File: src/rtl/lcd_text_driver.sv
// HD44780 2x16 text driver over the 4-bit write-only bus.
// Runs the power-up init once, then streams both lines from a per-frame snapshot of msg.
module lcd_text_driver #(
  parameter int unsigned T_POWERUP = 750000,
  parameter int unsigned T_INIT1   = 205000,
  parameter int unsigned T_INIT2   = 5000,
  parameter int unsigned T_CMD     = 2000,
  parameter int unsigned T_CLEAR   = 82000,
  parameter int unsigned T_SETUP   = 2,
  parameter int unsigned T_EHIGH   = 12,
  parameter int unsigned T_NIBGAP  = 50
) (
  input  logic         clk,
  input  logic         reset,
  input  logic [255:0] msg,
  output logic         lcd_rs,
  output logic         lcd_rw,
  output logic         lcd_e,
  output logic         lcd_4,
  output logic         lcd_5,
  output logic         lcd_6,
  output logic         lcd_7,
  output logic         init_done,
  output logic         frame_pulse
);

  function automatic int unsigned max2(input int unsigned a, input int unsigned b);
    return (a > b) ? a : b;
  endfunction

  localparam int unsigned TMax = max2(max2(max2(T_POWERUP, T_INIT1), max2(T_INIT2, T_CMD)),
                                      max2(max2(T_CLEAR, T_SETUP), max2(T_EHIGH, T_NIBGAP)));
  localparam int unsigned CntW = $clog2(TMax + 1);

  typedef enum logic [2:0] {
    StPwrWait, StInitNib, StCfg, StSetAddr1, StLine1, StSetAddr2, StLine2
  } state_e;

  // Phases of one write: nibble setup, enable high, gap before low nibble, post-write wait.
  typedef enum logic [1:0] {PhSetup, PhHigh, PhGap, PhWait} phase_e;

  state_e               st_q, st_d;
  phase_e               ph_q, ph_d;
  logic [3:0]           idx_q, idx_d;
  logic [CntW-1:0]      cnt_q, cnt_d;
  logic                 low_q, low_d;
  logic [3:0]           nib_q, nib_d;
  logic                 rs_q, rs_d;
  logic                 e_q, e_d;
  logic                 done_q, done_d;
  logic                 pulse_q, pulse_d;
  logic [31:0][7:0]     frame_q, frame_d;
  logic [7:0]           cur_byte;
  logic [7:0]           next_byte;
  logic [CntW-1:0]      wait_last;

  // frame[31] holds line1 col0, frame[0] holds line2 col15.
  function automatic logic [7:0] item_byte(input state_e st, input logic [3:0] idx,
                                           input logic [31:0][7:0] frame);
    logic [7:0] b;
    b = 8'h00;
    case (st)
      StInitNib:  b = (idx == 4'd3) ? 8'h02 : 8'h03;
      StCfg: begin
        case (idx)
          4'd0:    b = 8'h28;
          4'd1:    b = 8'h06;
          4'd2:    b = 8'h0C;
          default: b = 8'h01;
        endcase
      end
      StSetAddr1: b = 8'h80;
      StSetAddr2: b = 8'hC0;
      StLine1:    b = frame[{1'b1, ~idx}];
      StLine2:    b = frame[{1'b0, ~idx}];
      default:    b = 8'h00;
    endcase
    return b;
  endfunction

  function automatic int unsigned item_wait(input state_e st, input logic [3:0] idx);
    int unsigned w;
    case (st)
      StPwrWait: w = T_POWERUP;
      StInitNib: w = (idx == 4'd0) ? T_INIT1 : ((idx == 4'd1) ? T_INIT2 : T_CMD);
      StCfg:     w = (idx == 4'd3) ? T_CLEAR : T_CMD;
      default:   w = T_CMD;
    endcase
    return w;
  endfunction

  assign cur_byte  = item_byte(st_q, idx_q, frame_q);
  assign wait_last = CntW'(item_wait(st_q, idx_q) - 1);

  always_comb begin
    st_d      = st_q;
    ph_d      = ph_q;
    idx_d     = idx_q;
    cnt_d     = cnt_q + CntW'(1);
    low_d     = low_q;
    nib_d     = nib_q;
    rs_d      = rs_q;
    e_d       = e_q;
    done_d    = done_q;
    pulse_d   = 1'b0;
    frame_d   = frame_q;
    next_byte = 8'h00;
    case (ph_q)
      PhSetup: begin
        if (cnt_q == CntW'(T_SETUP - 1)) begin
          ph_d  = PhHigh;
          cnt_d = '0;
          e_d   = 1'b1;
        end
      end
      PhHigh: begin
        if (cnt_q == CntW'(T_EHIGH - 1)) begin
          e_d   = 1'b0;
          cnt_d = '0;
          ph_d  = low_q ? PhWait : PhGap;
        end
      end
      PhGap: begin
        if (cnt_q == CntW'(T_NIBGAP - 1)) begin
          ph_d  = PhSetup;
          cnt_d = '0;
          low_d = 1'b1;
          nib_d = cur_byte[3:0];
        end
      end
      default: begin
        if (cnt_q == wait_last) begin
          ph_d  = PhSetup;
          cnt_d = '0;
          idx_d = idx_q + 4'd1;
          case (st_q)
            StPwrWait: begin
              st_d  = StInitNib;
              idx_d = '0;
            end
            StInitNib: begin
              if (idx_q == 4'd3) begin
                st_d  = StCfg;
                idx_d = '0;
              end
            end
            StCfg: begin
              if (idx_q == 4'd3) begin
                st_d    = StSetAddr1;
                idx_d   = '0;
                done_d  = 1'b1;
                frame_d = msg;
              end
            end
            StSetAddr1: begin
              st_d  = StLine1;
              idx_d = '0;
            end
            StLine1: begin
              if (idx_q == 4'd15) begin
                st_d  = StSetAddr2;
                idx_d = '0;
              end
            end
            StSetAddr2: begin
              st_d  = StLine2;
              idx_d = '0;
            end
            StLine2: begin
              if (idx_q == 4'd15) begin
                st_d    = StSetAddr1;
                idx_d   = '0;
                pulse_d = 1'b1;
                frame_d = msg;
              end
            end
            default: begin
              st_d  = StPwrWait;
              idx_d = '0;
            end
          endcase
          // Init nibbles go out as a single low-nibble write.
          next_byte = item_byte(st_d, idx_d, frame_q);
          low_d     = (st_d == StInitNib);
          nib_d     = low_d ? next_byte[3:0] : next_byte[7:4];
          rs_d      = (st_d == StLine1) || (st_d == StLine2);
        end
      end
    endcase
  end

  always_ff @(posedge clk or posedge reset) begin
    if (reset) begin
      st_q    <= StPwrWait;
      ph_q    <= PhWait;
      idx_q   <= '0;
      cnt_q   <= '0;
      low_q   <= 1'b0;
      nib_q   <= '0;
      rs_q    <= 1'b0;
      e_q     <= 1'b0;
      done_q  <= 1'b0;
      pulse_q <= 1'b0;
      frame_q <= '0;
    end else begin
      st_q    <= st_d;
      ph_q    <= ph_d;
      idx_q   <= idx_d;
      cnt_q   <= cnt_d;
      low_q   <= low_d;
      nib_q   <= nib_d;
      rs_q    <= rs_d;
      e_q     <= e_d;
      done_q  <= done_d;
      pulse_q <= pulse_d;
      frame_q <= frame_d;
    end
  end

  assign lcd_rs      = rs_q;
  assign lcd_rw      = 1'b0;
  assign lcd_e       = e_q;
  assign lcd_4       = nib_q[0];
  assign lcd_5       = nib_q[1];
  assign lcd_6       = nib_q[2];
  assign lcd_7       = nib_q[3];
  assign init_done   = done_q;
  assign frame_pulse = pulse_q;

endmodule

File: config.mk
export PLATFORM = sky130hd
export DESIGN_NAME = lcd_text_driver
export DESIGN_NICKNAME = d
export VERILOG_FILES = /design/src/rtl/lcd_text_driver.sv
export SDC_FILE = /design/constraint.sdc
export NUM_CORES = 1
export LEC_CHECK = 0
export ABC_CLOCK_PERIOD_IN_PS = 8700
export BUFFER_PORTS_ARGS = -buffer_cell sky130_fd_sc_hd__buf_2
export CAP_MARGIN = 20
export CORE_MARGIN = 2
export CORE_UTILIZATION = 40
export CTS_CLUSTER_SIZE = 24
export DETAILED_ROUTE_END_ITERATION = 6
export GPL_ROUTABILITY_DRIVEN = 0
export SYNTH_ARGS = -nofsm -noshare
export SYNTH_HDL_FRONTEND = slang
export SYNTH_SLANG_ARGS = --single-unit
File: constraint.sdc
create_clock -name clk -period 8.7 [get_ports clk]
set_input_delay 1.305 -clock clk [delete_from_list [all_inputs] [get_ports clk]]
set_output_delay 1.305 -clock clk [all_outputs]
set_load 0.05 [all_outputs]
==> summary.md <==
The flow ran to the end, and the final reports show no timing, DRC or antenna violations. The endpoint kind of the worst setup timing path is a register. The maximum clock insertion buffer count was 3. The count of buffers added on input and output ports is 265.

CTS built an H-tree with a depth of 2. The later pin in the worst-skew pair is clocked with a latency of 0.53 ns. Entering global routing, the biggest net connects 110 pins.

From synthesis to final layout, the design area changed by 18.73%. The die is 199.8 um tall. Across the run, the number of max-cap violations was 0.

The tools report the number of sinks on the clock net as 294. The floorplan step defined a die boundary enclosing 39900 um2. Power density of the placed cells: 173.4 nW/um2. For the upper clock frequency limit, the log shows 183.8 MHz. The run gives 15330 um2 as the summed instance area of the synthesized netlist. Number of cells traversed by the worst hold path: 1. For this design the top-level I/O count stands at 267. On the critical path, the stage with the largest delay is an instance of o31ai_1. The core area came out at 37670 um2. The kind of path behind the tightest hold check was register to register. The count of mapped cells out of synthesis is 1127. For this configuration, the core starts out at a cell density of 40.69%. The iteration-0 DRC count of the detailed router is 639.

In the post-synthesis netlist, the biggest area contributors are dfrtp_1, mux2_4, mux4_2, mux2_1, mux2_2. In this run, synthesis inferred 0 flip-flops with an integrated enable. TritonCTS built the clock tree. For the final database, setup skew stands at 0.01838 ns. STA classifies the critical path startpoint as a register.

Global routing finished with a remaining overflow of 0. The logs give 0 for the quantity of gates resized following cts and 1392 for the post-synthesis net count. After layout, the worst path uses 62.54% of the clock period. The worst slew margin relative to its limit is 35.03%. The worst path needs 5.441 ns of the cycle, external delays included. The first global-routing pass estimated 62.70 mm of wire. Counting flops and latches in the post-synthesis netlist gives 294. The top cell types in the final layout, fill and taps aside, are dfrtp_1, buf_2, mux2_4, nor2_1, mux2_1. Dividing the synthesized area by the synthesized cell count gives 13.60 um2. The share of layout cells above drive strength 1 came out at 44.87%.

Of all flip-flops after synthesis, the portion carrying an async set or reset was 100.0%. Commonest non-fill, non-tap cell in the layout: dfrtp_1. The initialized floorplan defines 71 standard-cell rows. The logs give 5.85 ns for the endpoint arrival time on the critical path and 18200 um2 for the summed area of non-filler cells in the final layout. The leakage power was 0.008528 uW; the maximum fanout encountered on the critical timing path was 109.

The run gives 40.96 mm as the wire length after detailed routing. Slew at the pin closest to its max-slew limit: 0.9745 ns. The commonest register cell after synthesis was dfrtp_1.

The first TritonRoute pass finished after 5 iterations. The number of setup buffers added after CTS is 0. Post-route antenna net violation count: 0.

The yosys synthesis warning count came out at 0. Setup repair after global routing left no endpoint under its margin. The number of different library cells used by synthesis comes to 79. Clock tree root driver cell: clkbuf_16.

The total count of hold-check failures in the final report came out at 0. The final layout contains 1634 nets. The worst register-to-register path has a depth of 11.

Stage delay of the slowest cell on the critical path: 0.68 ns. The logs give 0 for the final routed DRC violation total and 0 ns for the sum of negative setup slack. At the worst endpoint, the required time is 9.11 ns. For this block, the via count after detailed routing is 10218. The final-report max-slew violation count is 0, and the area share of the leading cell type in the synthesized netlist is 47.67%. Clock-pin slew was measured on the worst setup and hold paths at 0.06 ns. The worst setup path is of the register to register kind. The width of the die was 199.8 um. For this design, the CTS-stage hold fixing added 0 buffers. IR analysis of the VDD net gives a maximum drop of 0.1667 mV. Sequential elements use 48.02% of the synthesized area.

Traced cell by cell, the critical path runs through clkinv_1 > ha_2 > nor4b_1 > o31ai_1 > a21oi_1 > or4_1 > nor4_2 > buf_4 > nand3_4 > buf_12 > mux2_1. Dividing the detail-routed wire length by the instance count gives 21.32 um. Summed over all nets, the half-perimeter wirelength after detailed placement is 28.98 mm.

Of all cell types, the one taking the most synthesized area is dfrtp_1. For the clock buffer count from CTS, the log shows 35. The logs give 20.68% for the total global-route track usage and 29 for the initial antenna violation count. Setup violations remaining at the end of the flow were counted as 0. For the placed cell area, the log shows 16970 um2.

The run gives 10555 as the number of global-route vias before repair. The ratio of routed vias to standard cells is 5.319.
## cell type report
class | count | area [um2]
multi-input combinational | 739 | 7418
timing repair buffer | 284 | 1514
clock inverter | 10 | 142.6
clock buffer | 51 | 1016
tap | 511 | 639.4
antenna | 17 | 42.54
inverter | 15 | 60.06
sequential | 294 | 7365
fill | 3395 | 19470
## synthesized netlist by cell type (11+ instances only)
cell / n
a21oi_1: 35
a31oi_1: 13
and3_1: 11
buf_2: 11
buf_6: 27
clkbuf_1: 31
dfrtp_1: 292
inv_1: 13
mux2_1: 40
mux2_2: 28
mux2_4: 200
mux2i_1: 28
mux4_2: 38
nand2_1: 37
nand3_1: 20
nor2_1: 60
nor3_1: 17
o21ai_0: 32
xnor2_1: 11
xor2_1: 12
## report_power, final
group	switching, uW	leakage [uW]	total [uW]	internal [uW]
clock	579	0.000566	1480	901
sequential	35.5	0.00349	1460	1430
combinational	79.0	0.00447	211	132
total	693	0.00853	3160	2460
## per-stage QoR
stage                     worst slack [ns]  hold WS (ns)  util (%)  power [uW]  cells
after floorplan                      3.494        0.4551         -        1601   1127
after global placement               3.494        0.4701     45.05        1694   1842
after detailed placement             3.390        0.4755     45.05        1700   1842
after CTS                            3.423        0.4885     48.13        3194   1903
after global routing                 2.991        0.5056     48.28        3276   1916
final                                3.259        0.4879     48.31        3155   1921
## worst max-delay path, delay by kind of cell, from the launching register on
family / cells / cell delay [ns]
adders and majority gates: 1 / 0.50
buffers and inverters: 3 / 1.40
DFF: 1 / 0.64
muxes: 1 / 0.46
AOI/OAI and AO/OA: 2 / 0.85
and+or+nand+nor: 4 / 1.29
## flip-flops by register name (all words and copies together) (netlist names), 2 cells and up
name / cells
ph_q: 2
idx_q: 4
cnt_q: 20
st_q: 3
frame_q: 256
nib_q: 4
## final timing paths
check                      slack [ns]                startpoint                       end
setup reg to reg                 3.26      idx_q[0]$_DFFE_PP0P_  frame_q[240]$_DFFE_PP0P_
setup / recovery                 3.26      idx_q[0]$_DFFE_PP0P_  frame_q[240]$_DFFE_PP0P_
max in group asynchronous        6.41                     reset  frame_q[241]$_DFFE_PP0P_
hold reg to reg                  0.49  frame_q[246]$_DFFE_PP0P_  frame_q[246]$_DFFE_PP0P_
min in group asynchronous        0.93                     reset   frame_q[27]$_DFFE_PP0P_
hold / removal                   0.49  frame_q[246]$_DFFE_PP0P_  frame_q[246]$_DFFE_PP0P_
## kinds of logic after synthesis
group	synth area share, %
AOI/OAI and AO/OA	7.192
xor gates and xnor gates	1.420
adders and majority gates	0.5714
buffers and inverters	3.747
DFF	48.02
muxes	32.00
other	0.02447
and+or+nand+nor	7.029
## metal layers
metal  vias up  routed length, um  track usage [%]
li1       4695                  -                -
met5         -                128                0
met3        83               2808            6.250
met4        24               1057            6.447
met2       285              19260            32.50
met1      5131              17710            27.58
Note: power is estimated with default switching activity, not from simulation.
